### src/rtl/axis_header_parser_if.sv
// AXI-Stream bundle shared by the header parser's input and payload output.
interface axis_if #(
   parameter int DATA_WIDTH = 16
) ();
   logic [DATA_WIDTH-1:0] tdata;
   logic                  tvalid;
   logic                  tready;
   logic                  tlast;

   modport master (output tdata, output tvalid, output tlast, input tready);
   modport slave  (input tdata, input tvalid, input tlast, output tready);
endinterface

### src/rtl/axis_header_parser.sv
// Strips and decodes a 6-word stream header, forwards the payload with a regenerated tlast.
// Optional packet statistics counters are built when AXIS_HDR_PARSER_STATS_EN is defined.
//
// state  | meaning
// S_HDR  | collecting header words 0..5 (hdr_idx selects the word)
// S_PAY  | zero-latency payload pass-through, counting beats against hdr_length
// S_DROP | discarding beats of a malformed packet until its tlast
module axis_header_parser #(
   parameter int          DATA_WIDTH = 16,
   parameter logic [15:0] MAGIC      = 16'hA55A
) (
   input  logic        aclk,
   input  logic        aresetn,
   axis_if.slave       s_axis,
   axis_if.master      m_axis,
   output logic [7:0]  hdr_instruction,
   output logic [4:0]  hdr_bram_start,
   output logic [4:0]  hdr_bram_end,
   output logic [15:0] hdr_addr_start,
   output logic [15:0] hdr_length,
   output logic        hdr_valid,
   output logic        pkt_done,
   output logic        err_magic,
   output logic        err_short,
   output logic        err_long,
   output logic        busy,
   output logic [15:0] pkt_ok_count,
   output logic [15:0] pkt_err_count
);

   localparam logic [1:0] S_HDR  = 2'd0;
   localparam logic [1:0] S_PAY  = 2'd1;
   localparam logic [1:0] S_DROP = 2'd2;

   logic [DATA_WIDTH-1:0] s_data;
   logic                  s_ready, m_valid, m_last, accept, last_beat;
   logic                  set_magic, set_short, set_long, hdr_load;

   logic [1:0]  state_q, state_d;
   logic [2:0]  hdr_idx_q, hdr_idx_d;
   logic [15:0] cnt_q, cnt_d;
   logic [7:0]  sh_instr_q, sh_instr_d;
   logic [4:0]  sh_bstart_q, sh_bstart_d;
   logic [4:0]  sh_bend_q, sh_bend_d;
   logic [15:0] sh_addr_q, sh_addr_d;
   logic [7:0]  hdr_instruction_q, hdr_instruction_d;
   logic [4:0]  hdr_bram_start_q, hdr_bram_start_d;
   logic [4:0]  hdr_bram_end_q, hdr_bram_end_d;
   logic [15:0] hdr_addr_start_q, hdr_addr_start_d;
   logic [15:0] hdr_length_q, hdr_length_d;
   logic        hdr_valid_q, hdr_valid_d;
   logic        pkt_done_q, pkt_done_d;
   logic        err_magic_q, err_magic_d;
   logic        err_short_q, err_short_d;
   logic        err_long_q, err_long_d;

   assign s_data    = s_axis.tdata;
   assign accept    = s_axis.tvalid && s_ready;
   assign last_beat = (cnt_q == (hdr_length_q - 16'd1));

   always_comb begin
      state_d           = state_q;
      hdr_idx_d         = hdr_idx_q;
      cnt_d             = cnt_q;
      sh_instr_d        = sh_instr_q;
      sh_bstart_d       = sh_bstart_q;
      sh_bend_d         = sh_bend_q;
      sh_addr_d         = sh_addr_q;
      hdr_valid_d       = 1'b0;
      pkt_done_d        = 1'b0;
      set_magic         = 1'b0;
      set_short         = 1'b0;
      set_long          = 1'b0;
      hdr_load          = 1'b0;
      s_ready           = 1'b0;
      m_valid           = 1'b0;
      m_last            = 1'b0;
      case (state_q)
         S_HDR: begin
            s_ready = 1'b1;
            if (accept) begin
               if (hdr_idx_q == 3'd0) begin
                  if (s_data[15:0] != MAGIC) begin
                     set_magic = 1'b1;
                     if (s_axis.tlast) pkt_done_d = 1'b1;
                     else              state_d    = S_DROP;
                  end else if (s_axis.tlast) begin
                     set_short  = 1'b1;
                     pkt_done_d = 1'b1;
                  end else begin
                     hdr_idx_d = 3'd1;
                  end
               end else if (hdr_idx_q == 3'd5) begin
                  hdr_load    = 1'b1;
                  hdr_valid_d = 1'b1;
                  hdr_idx_d   = 3'd0;
                  cnt_d       = 16'd0;
                  if (s_data[15:0] == 16'd0) begin
                     if (s_axis.tlast) pkt_done_d = 1'b1;
                     else begin
                        set_long = 1'b1;
                        state_d  = S_DROP;
                     end
                  end else if (s_axis.tlast) begin
                     set_short  = 1'b1;
                     pkt_done_d = 1'b1;
                  end else begin
                     state_d = S_PAY;
                  end
               end else begin
                  case (hdr_idx_q)
                     3'd1:    sh_instr_d  = s_data[7:0];
                     3'd2:    sh_bstart_d = s_data[4:0];
                     3'd3:    sh_bend_d   = s_data[4:0];
                     default: sh_addr_d   = s_data[15:0];
                  endcase
                  if (s_axis.tlast) begin
                     set_short  = 1'b1;
                     pkt_done_d = 1'b1;
                     hdr_idx_d  = 3'd0;
                  end else begin
                     hdr_idx_d = hdr_idx_q + 3'd1;
                  end
               end
            end
         end
         S_PAY: begin
            m_valid = s_axis.tvalid;
            s_ready = m_axis.tready;
            m_last  = last_beat || s_axis.tlast;
            if (accept) begin
               if (last_beat) begin
                  if (s_axis.tlast) begin
                     pkt_done_d = 1'b1;
                     state_d    = S_HDR;
                  end else begin
                     set_long = 1'b1;
                     state_d  = S_DROP;
                  end
               end else if (s_axis.tlast) begin
                  set_short  = 1'b1;
                  pkt_done_d = 1'b1;
                  state_d    = S_HDR;
               end else begin
                  cnt_d = cnt_q + 16'd1;
               end
            end
         end
         S_DROP: begin
            s_ready = 1'b1;
            if (accept && s_axis.tlast) begin
               pkt_done_d = 1'b1;
               state_d    = S_HDR;
            end
         end
         default: state_d = S_HDR;
      endcase
   end

   // A new full header clears the sticky flags; errors found on that same beat still win.
   always_comb begin
      hdr_instruction_d = hdr_load ? sh_instr_q     : hdr_instruction_q;
      hdr_bram_start_d  = hdr_load ? sh_bstart_q    : hdr_bram_start_q;
      hdr_bram_end_d    = hdr_load ? sh_bend_q      : hdr_bram_end_q;
      hdr_addr_start_d  = hdr_load ? sh_addr_q      : hdr_addr_start_q;
      hdr_length_d      = hdr_load ? s_data[15:0]   : hdr_length_q;
      err_magic_d       = (err_magic_q && !hdr_load) || set_magic;
      err_short_d       = (err_short_q && !hdr_load) || set_short;
      err_long_d        = (err_long_q  && !hdr_load) || set_long;
   end

   always_ff @(posedge aclk) begin
      if (!aresetn) begin
         state_q           <= S_HDR;
         hdr_idx_q         <= 3'd0;
         cnt_q             <= 16'd0;
         sh_instr_q        <= 8'd0;
         sh_bstart_q       <= 5'd0;
         sh_bend_q         <= 5'd0;
         sh_addr_q         <= 16'd0;
         hdr_instruction_q <= 8'd0;
         hdr_bram_start_q  <= 5'd0;
         hdr_bram_end_q    <= 5'd0;
         hdr_addr_start_q  <= 16'd0;
         hdr_length_q      <= 16'd0;
         hdr_valid_q       <= 1'b0;
         pkt_done_q        <= 1'b0;
         err_magic_q       <= 1'b0;
         err_short_q       <= 1'b0;
         err_long_q        <= 1'b0;
      end else begin
         state_q           <= state_d;
         hdr_idx_q         <= hdr_idx_d;
         cnt_q             <= cnt_d;
         sh_instr_q        <= sh_instr_d;
         sh_bstart_q       <= sh_bstart_d;
         sh_bend_q         <= sh_bend_d;
         sh_addr_q         <= sh_addr_d;
         hdr_instruction_q <= hdr_instruction_d;
         hdr_bram_start_q  <= hdr_bram_start_d;
         hdr_bram_end_q    <= hdr_bram_end_d;
         hdr_addr_start_q  <= hdr_addr_start_d;
         hdr_length_q      <= hdr_length_d;
         hdr_valid_q       <= hdr_valid_d;
         pkt_done_q        <= pkt_done_d;
         err_magic_q       <= err_magic_d;
         err_short_q       <= err_short_d;
         err_long_q        <= err_long_d;
      end
   end

`ifdef AXIS_HDR_PARSER_STATS_EN
   logic [15:0] pkt_ok_count_q, pkt_ok_count_d;
   logic [15:0] pkt_err_count_q, pkt_err_count_d;
   logic        pkt_bad;

   // S_DROP is only ever entered because of an error, so it marks the packet bad.
   always_comb begin
      pkt_bad         = set_magic || set_short || set_long || (state_q == S_DROP);
      pkt_ok_count_d  = pkt_ok_count_q;
      pkt_err_count_d = pkt_err_count_q;
      if (pkt_done_d && !pkt_bad && (pkt_ok_count_q != 16'hFFFF))
         pkt_ok_count_d = pkt_ok_count_q + 16'd1;
      if (pkt_done_d && pkt_bad && (pkt_err_count_q != 16'hFFFF))
         pkt_err_count_d = pkt_err_count_q + 16'd1;
   end

   always_ff @(posedge aclk) begin
      if (!aresetn) begin
         pkt_ok_count_q  <= 16'd0;
         pkt_err_count_q <= 16'd0;
      end else begin
         pkt_ok_count_q  <= pkt_ok_count_d;
         pkt_err_count_q <= pkt_err_count_d;
      end
   end

   assign pkt_ok_count  = pkt_ok_count_q;
   assign pkt_err_count = pkt_err_count_q;
`else
   assign pkt_ok_count  = 16'd0;
   assign pkt_err_count = 16'd0;
`endif

   assign s_axis.tready   = s_ready && aresetn;
   assign m_axis.tvalid   = m_valid && aresetn;
   assign m_axis.tlast    = m_last && aresetn;
   assign m_axis.tdata    = s_data;
   assign hdr_instruction = hdr_instruction_q;
   assign hdr_bram_start  = hdr_bram_start_q;
   assign hdr_bram_end    = hdr_bram_end_q;
   assign hdr_addr_start  = hdr_addr_start_q;
   assign hdr_length      = hdr_length_q;
   assign hdr_valid       = hdr_valid_q;
   assign pkt_done        = pkt_done_q;
   assign err_magic       = err_magic_q;
   assign err_short       = err_short_q;
   assign err_long        = err_long_q;
   assign busy            = (state_q != S_HDR) || (hdr_idx_q != 3'd0);

endmodule
### src/flat_wrapper.sv
// flat-port wrapper written by rule: the top's interface ports become plain ports
module axis_header_parser_flat 
#(
   parameter int          DATA_WIDTH = 16,
   parameter logic [15:0] MAGIC      = 16'hA55A
)
  (aclk, aresetn, hdr_instruction, hdr_bram_start, hdr_bram_end, hdr_addr_start, hdr_length, hdr_valid, pkt_done, err_magic, err_short, err_long, busy, pkt_ok_count, pkt_err_count, s_axis_tdata, s_axis_tvalid, s_axis_tlast, s_axis_tready, m_axis_tdata, m_axis_tvalid, m_axis_tlast, m_axis_tready);
  axis_if #(.DATA_WIDTH(DATA_WIDTH)) s_axis_i ();
  axis_if #(.DATA_WIDTH(DATA_WIDTH)) m_axis_i ();
  input  logic aclk;
  input  logic aresetn;
  output logic [7:0] hdr_instruction;
  output logic [4:0] hdr_bram_start;
  output logic [4:0] hdr_bram_end;
  output logic [15:0] hdr_addr_start;
  output logic [15:0] hdr_length;
  output logic hdr_valid;
  output logic pkt_done;
  output logic err_magic;
  output logic err_short;
  output logic err_long;
  output logic busy;
  output logic [15:0] pkt_ok_count;
  output logic [15:0] pkt_err_count;
  input wire logic [$bits(s_axis_i.tdata)-1:0] s_axis_tdata;
  input wire logic [$bits(s_axis_i.tvalid)-1:0] s_axis_tvalid;
  input wire logic [$bits(s_axis_i.tlast)-1:0] s_axis_tlast;
  output wire logic [$bits(s_axis_i.tready)-1:0] s_axis_tready;
  output wire logic [$bits(m_axis_i.tdata)-1:0] m_axis_tdata;
  output wire logic [$bits(m_axis_i.tvalid)-1:0] m_axis_tvalid;
  output wire logic [$bits(m_axis_i.tlast)-1:0] m_axis_tlast;
  input wire logic [$bits(m_axis_i.tready)-1:0] m_axis_tready;
  assign s_axis_i.tdata = s_axis_tdata;
  assign s_axis_i.tvalid = s_axis_tvalid;
  assign s_axis_i.tlast = s_axis_tlast;
  assign s_axis_tready = s_axis_i.tready;
  assign m_axis_tdata = m_axis_i.tdata;
  assign m_axis_tvalid = m_axis_i.tvalid;
  assign m_axis_tlast = m_axis_i.tlast;
  assign m_axis_i.tready = m_axis_tready;
  axis_header_parser #(.DATA_WIDTH(DATA_WIDTH), .MAGIC(MAGIC)) u_core (.aclk(aclk), .aresetn(aresetn), .s_axis(s_axis_i), .m_axis(m_axis_i), .hdr_instruction(hdr_instruction), .hdr_bram_start(hdr_bram_start), .hdr_bram_end(hdr_bram_end), .hdr_addr_start(hdr_addr_start), .hdr_length(hdr_length), .hdr_valid(hdr_valid), .pkt_done(pkt_done), .err_magic(err_magic), .err_short(err_short), .err_long(err_long), .busy(busy), .pkt_ok_count(pkt_ok_count), .pkt_err_count(pkt_err_count));
endmodule
### config.mk
export PLATFORM = sky130hd
export DESIGN_NAME = axis_header_parser_flat
export DESIGN_NICKNAME = d
export VERILOG_FILES = /design/src/rtl/axis_header_parser_if.sv /design/src/rtl/axis_header_parser.sv /design/src/flat_wrapper.sv
export SDC_FILE = /design/constraint.sdc
export NUM_CORES = 1
export LEC_CHECK = 0
export ABC_CLOCK_PERIOD_IN_PS = 6000
export CORE_MARGIN = 2
export CORE_UTILIZATION = 54
export CTS_CLUSTER_DIAMETER = 100
export DETAILED_ROUTE_END_ITERATION = 7
export PLACE_DENSITY_LB_ADDON = 0.25
export SYNTH_ARGS = -nofsm -noshare
export SYNTH_HDL_FRONTEND = slang
export SYNTH_SLANG_ARGS = --single-unit
export TNS_END_PERCENT = 10
### constraint.sdc
create_clock -name aclk -period 6 [get_ports aclk]
set_clock_uncertainty 0.05 [all_clocks]
set_input_delay 0.9 -clock aclk [delete_from_list [all_inputs] [get_ports aclk]]
set_output_delay 0.9 -clock aclk [all_outputs]
set_load 0.01 [all_outputs]
==> flow_summary.ini <==
[run_status]
status = finished clean

[clock_network]
path_clk_slew_ns = 0.11
cts_resized = 0
cts_tree = done
insertion_delay_ns = 0.38
clock_sinks = 110
cts_buffer_depth = 2
clock-root-buffer = clkbuf_8
post-cts-setup-buffer-count = 0
hold_buffers = 0
htree_levels = 3
cts_buffers = 9

[timing]
finalCritPeriodShare_pct = 74.47
rsz0062_at_grt = false
whs_ns = 0.4211
tightestPinTransition_ns = 1.064
final-setup-viol-count = 0
timing.fmax_mhz = 223.8
finalWorstSetupSlack_ns = 1.532
finalMaxSlewViolations = 0
finalCriticalPeriod_ns = 4.468
finalHoldViolCount = 0
slew_headroom_pct = 29.04
finalSetupTns_ns = 0

[synth]
synth_compound_area_share_pct = 14.86
synth_top_cell_by_area = dfxtp_1
ys_seq_area_share_pct = 39.81
synth_mux_area_share_pct = 6.718
synthTopCellsByArea = dfxtp_1 40%, nand2_1 8.1%, a21boi_0 6.9%
synth_seq_cells = 110
yosys_warnings = 0
ys_types = 53
synth_top_area_share_pct = 39.81
synth-adder-area-share_pct = 1.583
netlist_instances = 649
post_synth_xor_area_fraction_pct = 2.850
syn_area_um2 = 5532
synth_flop_cell = dfxtp_1
postSynth.asyncResetShare_pct = 0
synth_top_family_by_area = simple AND/OR/NAND/NOR gates
syn_avg_cell_area_um2 = 8.523
synth-edff-count = 0
synthSimpleGateAreaFrac_pct = 24.56

[route]
ant_nets = 0
via_per_inst = 5.458
post-route-drc-count = 0
drt_iter0_drc = 285
vias = 4639
wl_per_cell_um = 15.81
wl_mm = 13.44
dr.pass1.iters = 4

[worst_setup_path]
crit_start = u_core.hdr_length[0]
cp_max_fo = 7
start_kind = register
criticalPathCategory = register to primary output
crit_end = m_axis_tlast
cp.arrival_ns = 3.52
reg2reg_depth = 11
crit_required_ns = 5.05
crit-reg2reg-launch = u_core.hdr_length[0]
worstSetupEndpointType = primary output
worst-r2r-setup-slack_ns = 2.27
timing.rr.end = u_core.cnt_q[4]

[floorplan]
die_h_um = 105.2
core_area_um2 = 9864
ios = 128
dieArea_um2 = 11070
rows = 36
dieWidth_um = 105.2
start_util_pct = 56.08

[global_route]
grt_util_met1_pct = 31.82
use_met3_pct = 5.504
grt_pass1_wl_mm = 21.41
gr-usage-met2_pct = 37.93
grt_busiest_layer = met2
track_usage_pct = 24.09
grt-ovfl-total = 0
grt_max_degree = 57
antenna_found_initial = 0
first_global_vias = 4324

[hold_path]
min_from = u_core.hdr_addr_start[9]
hold_path_class = register to register

[placed_design]
gp_congestion = 0.9496
pre_cts_slack_ns = 1.960
hpwl_mm = 9.377
io_buffers = 95

[layout]
diodes = 0
drive_gt1_share_pct = 5.300
nets = 740
areaGrowthSynthToFinish_pct = 18.00

[power]
total_power_mw = 1.290
p_leak_nw = 2.267
power_density_nw_per_um2 = 197.7
ir_drop_v = 0.0001869

[flow_run]
cap_violations = 0
==> cell type report <==
type / count / area, µm²
inverters: 12 / 45.04
multi-input cells: 480 / 2939
repair buffers: 99 / 975.9
flip-flops and latches: 110 / 2202
well taps: 133 / 166.4
clock inverters: 5 / 67.56
fillers: 846 / 3337
clock buffers: 11 / 131.4
==> synth_stat cells, types with 2 or more instances <==
cell type  count
nor4_1         9
nor4_2         3
a22oi_1        2
nand4_1        6
and3_1         4
a21boi_0      51
xnor2_1       15
mux2i_1       36
or2_2          3
a21oi_1       26
o21ai_1        6
inv_1         11
clkbuf_1      26
buf_4         48
o31ai_1        4
nor2_1        13
o211ai_1       2
or4_1          5
and2_1         7
nor3_1         8
nor2b_1       45
o211a_1        2
nand3_1       16
nand2_1      120
xor2_1         3
dfxtp_1      110
a21o_1         2
nand2b_1       3
or4_4          2
buf_2          2
ha_1           7
nor3_2         2
o21ai_0       17
or3_1         14
==> routing by layer <==
layer  part of all wire (%)  vias to the layer above
li1                       -                     2263
met2                     47                      153
met4                    2.4                        0
met5                      0                        -
met1                     45                     2197
met3                    5.5                       26
==> registers in the layout (all words and copies together) (netlist names) <==
| name | count |
|---|---|
| u_core.cnt_q | 16 |
| u_core.hdr_addr_start | 16 |
| u_core.hdr_length | 16 |
| u_core.sh_addr_q | 16 |
| u_core.hdr_instruction | 8 |
| u_core.sh_instr_q | 8 |
| u_core.hdr_bram_end | 5 |
| u_core.hdr_bram_start | 5 |
| u_core.sh_bend_q | 5 |
| u_core.sh_bstart_q | 5 |
| u_core.hdr_idx_q | 3 |
| u_core.state_q | 2 |
| u_core.err_long | 1 |
| u_core.err_magic | 1 |
| u_core.err_short | 1 |
| u_core.hdr_valid | 1 |
| u_core.pkt_done | 1 |
==> metrics by stage <==
stage,util [%],instances,cell area [µm²]
after floorplan,-,680,5648
after global placement,64.16,834,6329
after detailed placement,64.16,834,6329
after CTS,66.17,850,6528
after global routing,66.17,850,6528
final,66.17,850,6528
==> logic make-up after synthesis <==
group | after synthesis
simple gates | 265
compound gates | 121
flops | 110
buf+inv | 90
mux | 37
xor+xnor | 18
fa+ha+maj | 7
other cells | 1
==> worst max-delay path, cell delays in order, from the launching register on <==
cell             delay [ns]
dfxtp_1                0.40
inv_1                  0.09
ha_1                   0.22
or4b_4                 0.53
nor4_2                 0.39
mux2_1                 0.20
mux2i_1                0.06
o21ai_1                0.22
o2111ai_4              0.21
a21oi_1                0.26
clkdlybuf4s50_1        0.57
==> report_power, final <==
group          switching [mW]  internal, mW  leakage (nW)  total [mW]
Combinational          0.0519        0.0394          1.29      0.0912
Sequential            0.00417         0.732         0.886       0.736
Clock                   0.263         0.200        0.0936       0.463
==> cell usage in the layout, fill, tap and decap left out, types with 3 or more instances in the layout <==
| cell | count |
|---|---|
| and3_1 | 4 |
| ha_1 | 7 |
| xnor2_1 | 15 |
| nor4_1 | 9 |
| buf_4 | 4 |
| a21oi_1 | 26 |
| nor2b_1 | 45 |
| o21ai_0 | 17 |
| xor2_1 | 3 |
| or3_1 | 14 |
| nand3_1 | 15 |
| clkdlybuf4s50_1 | 94 |
| dfxtp_1 | 110 |
| o31ai_1 | 4 |
| o21ai_1 | 6 |
| mux2i_1 | 36 |
| inv_1 | 11 |
| or4_1 | 5 |
| nand2b_1 | 3 |
| conb_1 | 32 |
| clkbuf_8 | 9 |
| or2_2 | 3 |
| nand2_1 | 120 |
| nor2_1 | 12 |
| nor3_1 | 8 |
| nand4_1 | 6 |
| and2_1 | 7 |
| a21boi_0 | 51 |
==> worst min-delay path by stage <==
stage                                endpoint  slack, ns  cells past startpoint
global placement    u_core.hdr_addr_start[13]       0.40                      2
detailed placement           u_core.err_short       0.41                      2
finish               u_core.hdr_addr_start[9]       0.42                      2
floorplan            u_core.hdr_addr_start[0]       0.39                      2
global route         u_core.hdr_addr_start[6]       0.44                      2
CTS                 u_core.hdr_instruction[1]       0.42                      2
Note: power is estimated with default switching activity, not from simulation.
